===== config.mk =====
export PLATFORM = sky130hd
export DESIGN_NAME = booth_mul_sched_flat
export DESIGN_NICKNAME = d
export VERILOG_FILES = /design/src/rtl/booth_mul_sched_pkg.sv /design/src/rtl/booth_mul_sched_if.sv /design/src/rtl/booth_mul_sched_step_engine.sv /design/src/rtl/booth_mul_sched.sv /design/src/flat_wrapper.sv
export SDC_FILE = /design/constraint.sdc
export NUM_CORES = 1
export LEC_CHECK = 0
export CORE_MARGIN = 10
export CORE_UTILIZATION = 49
export DETAILED_ROUTE_END_ITERATION = 6
export PLACE_DENSITY = 0.78
export SLEW_MARGIN = 5
export SYNTH_ARGS = -nofsm -noshare
export SYNTH_HDL_FRONTEND = slang
export SYNTH_SLANG_ARGS = --single-unit
export TNS_END_PERCENT = 100

===== constraint.sdc =====
create_clock -name clk -period 2.7 [get_ports clk]
set_input_delay 0.54 -clock clk [delete_from_list [all_inputs] [get_ports clk]]
set_output_delay 0.54 -clock clk [all_outputs]
set_load 0.03 [all_outputs]

===== src/rtl/booth_mul_sched_pkg.sv =====
// Shared types for the two-requester Booth multiplier scheduler.
// Declarations only: no timing and no flow control of its own.
package booth_sched_pkg;

    localparam int WIDTH_DEF = 4;

    typedef enum logic [1:0] {
        IDLE = 2'd0,
        RUN  = 2'd1,
        DONE = 2'd2
    } state_e;

    typedef logic req_id_t;

    // {Q[0],E} pair values that modify the partial product
    localparam logic [1:0] BOOTH_ADD = 2'b01;
    localparam logic [1:0] BOOTH_SUB = 2'b10;

endpackage


===== src/rtl/booth_mul_sched_if.sv =====
// Requester and result handshake bundle for booth_mul_sched.
// Master drives requests and consumes results; slave is the multiplier.
interface booth_mul_sched_if #(
    parameter int WIDTH = booth_sched_pkg::WIDTH_DEF
);
    import booth_sched_pkg::*;

    logic               req0_valid;
    logic [WIDTH-1:0]   req0_x;
    logic [WIDTH-1:0]   req0_y;
    logic               req0_ready;

    logic               req1_valid;
    logic [WIDTH-1:0]   req1_x;
    logic [WIDTH-1:0]   req1_y;
    logic               req1_ready;

    logic               res_valid;
    logic [2*WIDTH-1:0] res_z;
    req_id_t            res_id;
    logic               res_ready;

    modport master (
        output req0_valid, req0_x, req0_y,
        input  req0_ready,
        output req1_valid, req1_x, req1_y,
        input  req1_ready,
        input  res_valid, res_z, res_id,
        output res_ready
    );

    modport slave (
        input  req0_valid, req0_x, req0_y,
        output req0_ready,
        input  req1_valid, req1_x, req1_y,
        output req1_ready,
        output res_valid, res_z, res_id,
        input  res_ready
    );

endinterface


===== src/rtl/booth_mul_sched_step_engine.sv =====
// Radix-2 Booth datapath: A/Q/E/M registers plus step counter, one step per i_step.
// o_prod_next is the product as it will stand after the current step; no backpressure.
module booth_step_engine #(
    parameter int WIDTH = booth_sched_pkg::WIDTH_DEF
) (
    input  logic               clk,
    input  logic               rst,
    input  logic               i_load,
    input  logic               i_step,
    input  logic [WIDTH-1:0]   i_x,
    input  logic [WIDTH-1:0]   i_y,
    output logic               o_last_step,
    output logic [2*WIDTH-1:0] o_prod_next
);
    import booth_sched_pkg::*;

    localparam int CW = (WIDTH > 1) ? $clog2(WIDTH) : 1;

    // A carries one guard bit so that A - M cannot overflow for M = -2^(WIDTH-1)
    logic [WIDTH:0]   r_a;
    logic [WIDTH-1:0] r_q;
    logic [WIDTH-1:0] r_m;
    logic             r_e;
    logic [CW-1:0]    r_cnt;

    logic [WIDTH:0]   w_m_ext;
    logic [WIDTH:0]   w_a_sum;

    assign w_m_ext = {r_m[WIDTH-1], r_m};

    always_comb begin
        w_a_sum = r_a;
        case ({r_q[0], r_e})
            BOOTH_SUB: w_a_sum = r_a - w_m_ext;
            BOOTH_ADD: w_a_sum = r_a + w_m_ext;
            default:   w_a_sum = r_a;
        endcase
    end

    // Low 2*WIDTH bits of the shifted {A,Q}: the guard bit is dropped by the shift
    assign o_prod_next = {w_a_sum, r_q[WIDTH-1:1]};
    assign o_last_step = (r_cnt == CW'(WIDTH - 1));

    always_ff @(posedge clk) begin
        if (rst) begin
            r_a   <= '0;
            r_q   <= '0;
            r_m   <= '0;
            r_e   <= 1'b0;
            r_cnt <= '0;
        end else if (i_load) begin
            r_a   <= '0;
            r_q   <= i_x;
            r_m   <= i_y;
            r_e   <= 1'b0;
            r_cnt <= '0;
        end else if (i_step) begin
            r_a   <= {w_a_sum[WIDTH], w_a_sum[WIDTH:1]};
            r_q   <= {w_a_sum[0], r_q[WIDTH-1:1]};
            r_e   <= r_q[0];
            r_cnt <= o_last_step ? '0 : r_cnt + CW'(1);
        end
    end

endmodule


===== src/rtl/booth_mul_sched.sv =====
// Round-robin shares one iterative Booth multiplier between two requesters.
// Latency WIDTH+1 cycles from accept; result held until res_ready, no new accept meanwhile.
module booth_mul_sched #(
    parameter int WIDTH = booth_sched_pkg::WIDTH_DEF
) (
    input  logic             clk,
    input  logic             rst,
    booth_mul_sched_if.slave bus,
    output logic             busy
);
    import booth_sched_pkg::*;

    localparam logic [1:0] S_IDLE = IDLE;
    localparam logic [1:0] S_RUN  = RUN;
    localparam logic [1:0] S_DONE = DONE;

    logic [1:0]         r_state;
    req_id_t            r_last;
    req_id_t            r_id;
    req_id_t            r_res_id;
    logic               r_res_vld;
    logic [2*WIDTH-1:0] r_res_z;

    logic               w_idle;
    logic               w_gnt0;
    logic               w_gnt1;
    logic               w_hs;
    req_id_t            w_sel;
    logic [WIDTH-1:0]   w_x;
    logic [WIDTH-1:0]   w_y;
    logic               w_last_step;
    logic [2*WIDTH-1:0] w_prod_next;

    // On a tie the requester that did not win last time gets the engine
    assign w_idle = (r_state == S_IDLE) && !rst;
    assign w_gnt0 = w_idle && bus.req0_valid && (!bus.req1_valid || r_last);
    assign w_gnt1 = w_idle && bus.req1_valid && (!bus.req0_valid || !r_last);
    assign w_hs   = w_gnt0 || w_gnt1;
    assign w_sel  = w_gnt1;
    assign w_x    = w_gnt1 ? bus.req1_x : bus.req0_x;
    assign w_y    = w_gnt1 ? bus.req1_y : bus.req0_y;

    assign bus.req0_ready = w_gnt0;
    assign bus.req1_ready = w_gnt1;
    assign bus.res_valid  = r_res_vld;
    assign bus.res_z      = r_res_z;
    assign bus.res_id     = r_res_id;
    assign busy           = (r_state != S_IDLE);

    booth_step_engine #(
        .WIDTH(WIDTH)
    ) u_engine (
        .clk         (clk),
        .rst         (rst),
        .i_load      (w_hs),
        .i_step      (r_state == S_RUN),
        .i_x         (w_x),
        .i_y         (w_y),
        .o_last_step (w_last_step),
        .o_prod_next (w_prod_next)
    );

    always_ff @(posedge clk) begin
        if (rst) begin
            r_state   <= S_IDLE;
            r_last    <= 1'b1;
            r_id      <= 1'b0;
            r_res_id  <= 1'b0;
            r_res_vld <= 1'b0;
            r_res_z   <= '0;
        end else begin
            case (r_state)
                S_IDLE: begin
                    if (w_hs) begin
                        r_state <= S_RUN;
                        r_id    <= w_sel;
                        r_last  <= w_sel;
                    end
                end
                S_RUN: begin
                    // Capture the product produced by the final step directly
                    if (w_last_step) begin
                        r_state   <= S_DONE;
                        r_res_vld <= 1'b1;
                        r_res_z   <= w_prod_next;
                        r_res_id  <= r_id;
                    end
                end
                S_DONE: begin
                    if (bus.res_ready) begin
                        r_state   <= S_IDLE;
                        r_res_vld <= 1'b0;
                    end
                end
                default: r_state <= S_IDLE;
            endcase
        end
    end

endmodule


===== src/flat_wrapper.sv =====
// flat-port wrapper written by rule: the top's interface ports become plain ports
module booth_mul_sched_flat import booth_sched_pkg::*;
#(
    parameter int WIDTH = booth_sched_pkg::WIDTH_DEF
)
  (clk, rst, busy, bus_req0_valid, bus_req0_x, bus_req0_y, bus_req0_ready, bus_req1_valid, bus_req1_x, bus_req1_y, bus_req1_ready, bus_res_valid, bus_res_z, bus_res_id, bus_res_ready);
  booth_mul_sched_if #(.WIDTH(WIDTH)) bus_i ();
  input  logic clk;
  input  logic rst;
  output logic busy;
  input wire logic [$bits(bus_i.req0_valid)-1:0] bus_req0_valid;
  input wire logic [$bits(bus_i.req0_x)-1:0] bus_req0_x;
  input wire logic [$bits(bus_i.req0_y)-1:0] bus_req0_y;
  output wire logic [$bits(bus_i.req0_ready)-1:0] bus_req0_ready;
  input wire logic [$bits(bus_i.req1_valid)-1:0] bus_req1_valid;
  input wire logic [$bits(bus_i.req1_x)-1:0] bus_req1_x;
  input wire logic [$bits(bus_i.req1_y)-1:0] bus_req1_y;
  output wire logic [$bits(bus_i.req1_ready)-1:0] bus_req1_ready;
  output wire logic [$bits(bus_i.res_valid)-1:0] bus_res_valid;
  output wire logic [$bits(bus_i.res_z)-1:0] bus_res_z;
  output wire logic [$bits(bus_i.res_id)-1:0] bus_res_id;
  input wire logic [$bits(bus_i.res_ready)-1:0] bus_res_ready;
  assign bus_i.req0_valid = bus_req0_valid;
  assign bus_i.req0_x = bus_req0_x;
  assign bus_i.req0_y = bus_req0_y;
  assign bus_req0_ready = bus_i.req0_ready;
  assign bus_i.req1_valid = bus_req1_valid;
  assign bus_i.req1_x = bus_req1_x;
  assign bus_i.req1_y = bus_req1_y;
  assign bus_req1_ready = bus_i.req1_ready;
  assign bus_res_valid = bus_i.res_valid;
  assign bus_res_z = bus_i.res_z;
  assign bus_res_id = bus_i.res_id;
  assign bus_i.res_ready = bus_res_ready;
  booth_mul_sched #(.WIDTH(WIDTH)) u_core (.clk(clk), .rst(rst), .bus(bus_i), .busy(busy));
endmodule

# Word level (Yosys, flattened, before mapping)
# Cells that the tools add are included.
# op_classes
muxes,13
n_eq_ne,8
n_reduce_logical,21
addsub,3
# ops
operator,n
4-bit 2-to-1 mux,4
5-bit case mux with 2 select lines,1
2-bit 2-to-1 mux,4
"2-bit == test, second input constant",3
2-bit case mux with 3 select lines,1
3-bit AND reduction,2
2-bit nonzero test,3
4-bit by 4-bit adder with 5-bit output,1
1-bit logical AND,5
4-bit by 4-bit subtractor with 5-bit output,1
"2-bit by 1-bit == test with 1-bit output, second input constant",2
1-bit logical NOT,4
"2-bit != test, second input constant",2
2-bit AND reduction,2
1-bit logical OR,3
"2-bit by 1-bit adder with 2-bit output, second input constant",1
2-bit logical NOT,1
1-bit 2-to-1 mux,2
"2-bit by 1-bit != test with 1-bit output, second input constant",1
1-bit case mux with 2 select lines,1
2-bit OR reduction,1
# totals
input_bits,21
elab_cells,56
output_inout_bits,13
reg_bits,29

# Logic depth before layout (Yosys ltp)
# depth
depth_word,7
ltp_mapped,10
mapped_depth_nobuf,10

# Hierarchy
# A second synthesis with hierarchy kept.
# unflattened
hier_cells,173
hier_area_um2,1581.5
# modules_own_cells
module,instances,seq_area_each_um2,area_each_um2,cells_per_inst
booth_step_engine,1,300.3,910.9,107
booth_mul_sched,1,280.3,670.6,66

# Worst setup path before layout
# OpenSTA, ideal clock, no wires.
# synth_path
path_kind,reg2reg
from,reg u_core.u_engine.r_m[0]
to,"reg u_core.r_res_z[7], in the netlist u_core.bus.res_z[7]"
path_stages_with_launch,10
path_buffers,0
arrival_time_ns,2.305
path_slack_ns,0.304
cell_sequence,dfxtp_1 -> inv_1 -> ha_1 -> mux2_2 -> fa_1 -> a21o_1 -> a21oi_2 -> xnor2_1 -> or3_1 -> a311oi_1
# synth_between
elab_chain_cells,2
word_cells_on_any_way,3
# synth_rtl
item,line,rtl
"start, declared",booth_mul_sched_step_engine.sv:22,logic [WIDTH-1:0] r_m;
"start signal, assigned",booth_mul_sched_step_engine.sv:54,r_m <= i_y;
4-bit by 4-bit adder with 5-bit output / 4-bit by 4-bit subtractor with 5-bit output (equally long branches),"booth_mul_sched_step_engine.sv:35, booth_mul_sched_step_engine.sv:34",
5-bit case mux with 2 select lines *,booth_mul_sched_step_engine.sv:33,"case ({r_q[0], r_e})"
"end signal, assigned",booth_mul_sched.sv:85,r_res_z <= w_prod_next;
"end, declared",booth_mul_sched.sv:22,logic [2*WIDTH-1:0] r_res_z;
# Mark *: on every way between the ends. The rest lies on a longest branch, timed or not.
# A chain may end at the register's enable or synchronous reset.

# Worst setup path in the final report
# Same ends and word-level chain as after synthesis.

==> results.md <==
- Status: complete, no violations
- Avg WL per Cell: 14.2 um
- Worst skew pair latency: 0.34 ns
- Cell count of the worst hold path: 2
- Sw power: 287 uW
- Maxcap violations: 0
- H-tree levels: 2
- First-pass GRT wire length: 5830 um
- Cts hold-fix bufs: 0
- Drt pass-1 iters: 4
- Largest stage delay, worst path: 0.44 ns
- Worst path cell trace: inv_1 > ha_1 > mux2_2 > fa_1 > a21o_1 > a21oi_2 > xnor2_1 > or3_1 > a311oi_1
- Crit Path Class: flip-flop to flip-flop
- Inst Count DP: 241
- Part of the power in registers: 44.0%
- RSZ-0062 raised after global routing: false
- Pwr Density: 547 nW/um2
- Synth Cell Area: 1500 um2
- Ports: 34
- Clk pwr share: 35.5%
- Arrival time worst endpoint: 2.81 ns
- Die area: 5670 um2
- Switching share of power: 27.0%
- CP Buf/Inv Count: 1
- Asr flop ratio synth: 0%
- Unique masters post-synth: 33
- Hold path start: u_core.bus.res_id
- Syn Area/Cell: 8.33 um2
- Drc violations: 0
- R2R depth: 9
- Internal: 777 uW
- PostCTS Resize Cnt: 0
- CTS sink count: 29
- Synth Register Bits: 29
- # diodes: 0
- Share of the synthesized area in the top cell type: 38.7%
- CTS root buffer: clkbuf_4
- Synth warnings: 0
- Worst Hold Class: flip-flop to flip-flop
- Gate power share: 20.5%
- TritonCTS clock tree: done
- DIE WIDTH: 75.3 um
- WP depth: 9
- Port Buffers: 33
- Tmin final: 2.55 ns
- Cell count after synthesis: 180
- Leak Pwr: 0.780 nW
- Worst-path clk slew: 0.09 ns
- Worst Setup Start Kind: flip-flop
- GRT Util Overall: 13.5%
- Initial DRC count: 63
- Starting Density: 50.3%
- Routed via count: 1,333
- Num CTS Buffers: 5
- Initial antenna violation count: 0
- CP max FO: 4
- Most numerous cell in the Yosys netlist: nand2_1
- Synth Flop Type: dfxtp_1
- Max Slew Vio Count: 0
- # setup viols final: 0
- Worst slew pin tran: 0.460 ns
- Slew headroom: 69.4%
- Final hold violation count: 0
- Routed wire length: 3550 um
- Core footprint: 2980 um2
- Mapped Nets: 210
- # rows: 20
- Reg2Reg Setup Slack: 0.15 ns
- Post-CTS Setup Bufs: 0
- Synth top area cells: dfxtp_1 39%, nand2_1 8.0%, ha_1 6.7%
- Post-route antenna net violation count: 0
- Clock buffer depth: 2
- Total power: 1.06 mW
- Setup TNS: 0 ns
- CP Launch Point: u_core.u_engine.r_m[0]
- Post-synth EDFFs: 0
- Clock Skew: 0.00913 ns
- Slowest CP cell: fa_1
- Number of global-route vias before repair: 1,281
- Final instance count without filler cells: 249
- Hold Slack: 0.464 ns
- Share of layout cells above drive strength 1: 12.0%
- Peak supply drop: 0.409 mV
- Util after Layout: 65.3%
- Critical Path RT: 2.96 ns
- Crit path capture type: flip-flop
- Layout Nets: 245
- GR Overflow Total: 0
- Synth area leader: dfxtp_1
- Vias per inst: 5.35
- Final period util: 94.4%
- F_max: 392 MHz
- Post-synthesis sequential area ratio: 38.7%
- Critical R2R Launch: u_core.u_engine.r_m[0]
- GPL Wtd Cong: 0.755
- Pin count of the biggest net entering global routing: 24
- Area Overhead vs Synth: 29.8%
- Die Y: 75.3 um
- Synth cell count leaders: 32 x nand2_1, 29 x dfxtp_1, 20 x nor2_1
- CP top delay family: adder cells
- HPWL Detailed: 2740 um
[flip-flops by register name, summed over array words and instances, names as in the netlist]
name / cells
u_core.r_last: 1
u_core.r_id: 1
u_core.u_engine.r_a: 4
u_core.u_engine.r_m: 4
u_core.u_engine.r_e: 1
u_core.bus.res_z: 8
u_core.r_state: 2
u_core.bus.res_valid: 1
u_core.bus.res_id: 1
u_core.u_engine.r_cnt: 2
u_core.u_engine.r_q: 4
[per-layer routing]
layer / global-route usage (%) / vias up / wire, um
li1: - / 691 / -
met1: 15.2 / 603 / 1560
met2: 22.2 / 32 / 1730
met3: 5.60 / 7 / 199
met4: 5.36 / 0 / 53
met5: 0 / - / 0
[power groups by stage]
stage,combinational (mW),clock (mW),sequential [mW]
floorplan,0.151,0,0.472
global placement,0.212,0,0.476
detailed placement,0.218,0,0.478
CTS,0.220,0.380,0.468
global route,0.245,0.406,0.471
finish,0.218,0.378,0.468
[through the flow]
stage               instance area (um2)  setup WS, ns
floorplan                          1500         0.304
global placement                   1860         0.241
detailed placement                 1860         0.104
CTS                                1940        0.0834
global route                       1950       0.00683
finish                             1950         0.151
[area by class of cell]
type,count,area (um2)
Sequential cell,29,582
Clock buffer,7,55.1
Multi-Input combinational cell,137,863
Tap cell,33,41.3
Fill cell,261,1030
Inverter,5,18.8
Clock inverter,1,30.0
Timing Repair Buffer,37,355
[layout by cell type (no fill, tap or decap), types with 2 or more instances in the layout]
cell and n:
buf_4 6, nor3_1 3, ha_1 7, nor2_1 20, dfxtp_1 28, o31ai_1 3, and2_1 4, o21ai_0 5
a211oi_1 9, nor2b_1 2, xor2_1 3, o21a_1 3, inv_1 4, clkbuf_4 5, a311oi_1 5, a21oi_1 12
nand2_1 32, nand2b_1 6, a21oi_2 2, xnor2_1 2, mux2i_1 3, clkdlybuf4s50_1 31, mux2_2 5
[path summary, 6_finish.rpt]
path,to
setup / recovery,u_core.bus.res_z[7]
hold / removal,u_core.bus.res_id
setup reg to reg,u_core.bus.res_z[7]
hold reg to reg,u_core.bus.res_id
[cells by family after synthesis]
group,Yosys count,share of synthesized area (%)
AOI/OAI and AO/OA,41,18.4
xor gates and xnor gates,5,2.92
adders and majority gates,9,8.01
buffers and inverters,14,3.84
DFF,29,38.7
muxes,8,5.76
and+or+nand+nor,74,22.4
[worst register-to-register path, delay by kind of cell (launching register included)]
family	cells	cell delay [ns]
adders and majority gates	2	0.73
AOI/OAI and AO/OA	3	0.58
DFF	1	0.35
and+or+nand+nor	1	0.33
muxes	1	0.30
xor gates and xnor gates	1	0.12
buffers and inverters	1	0.06
No activity file was read; power rests on OpenSTA's default activity.
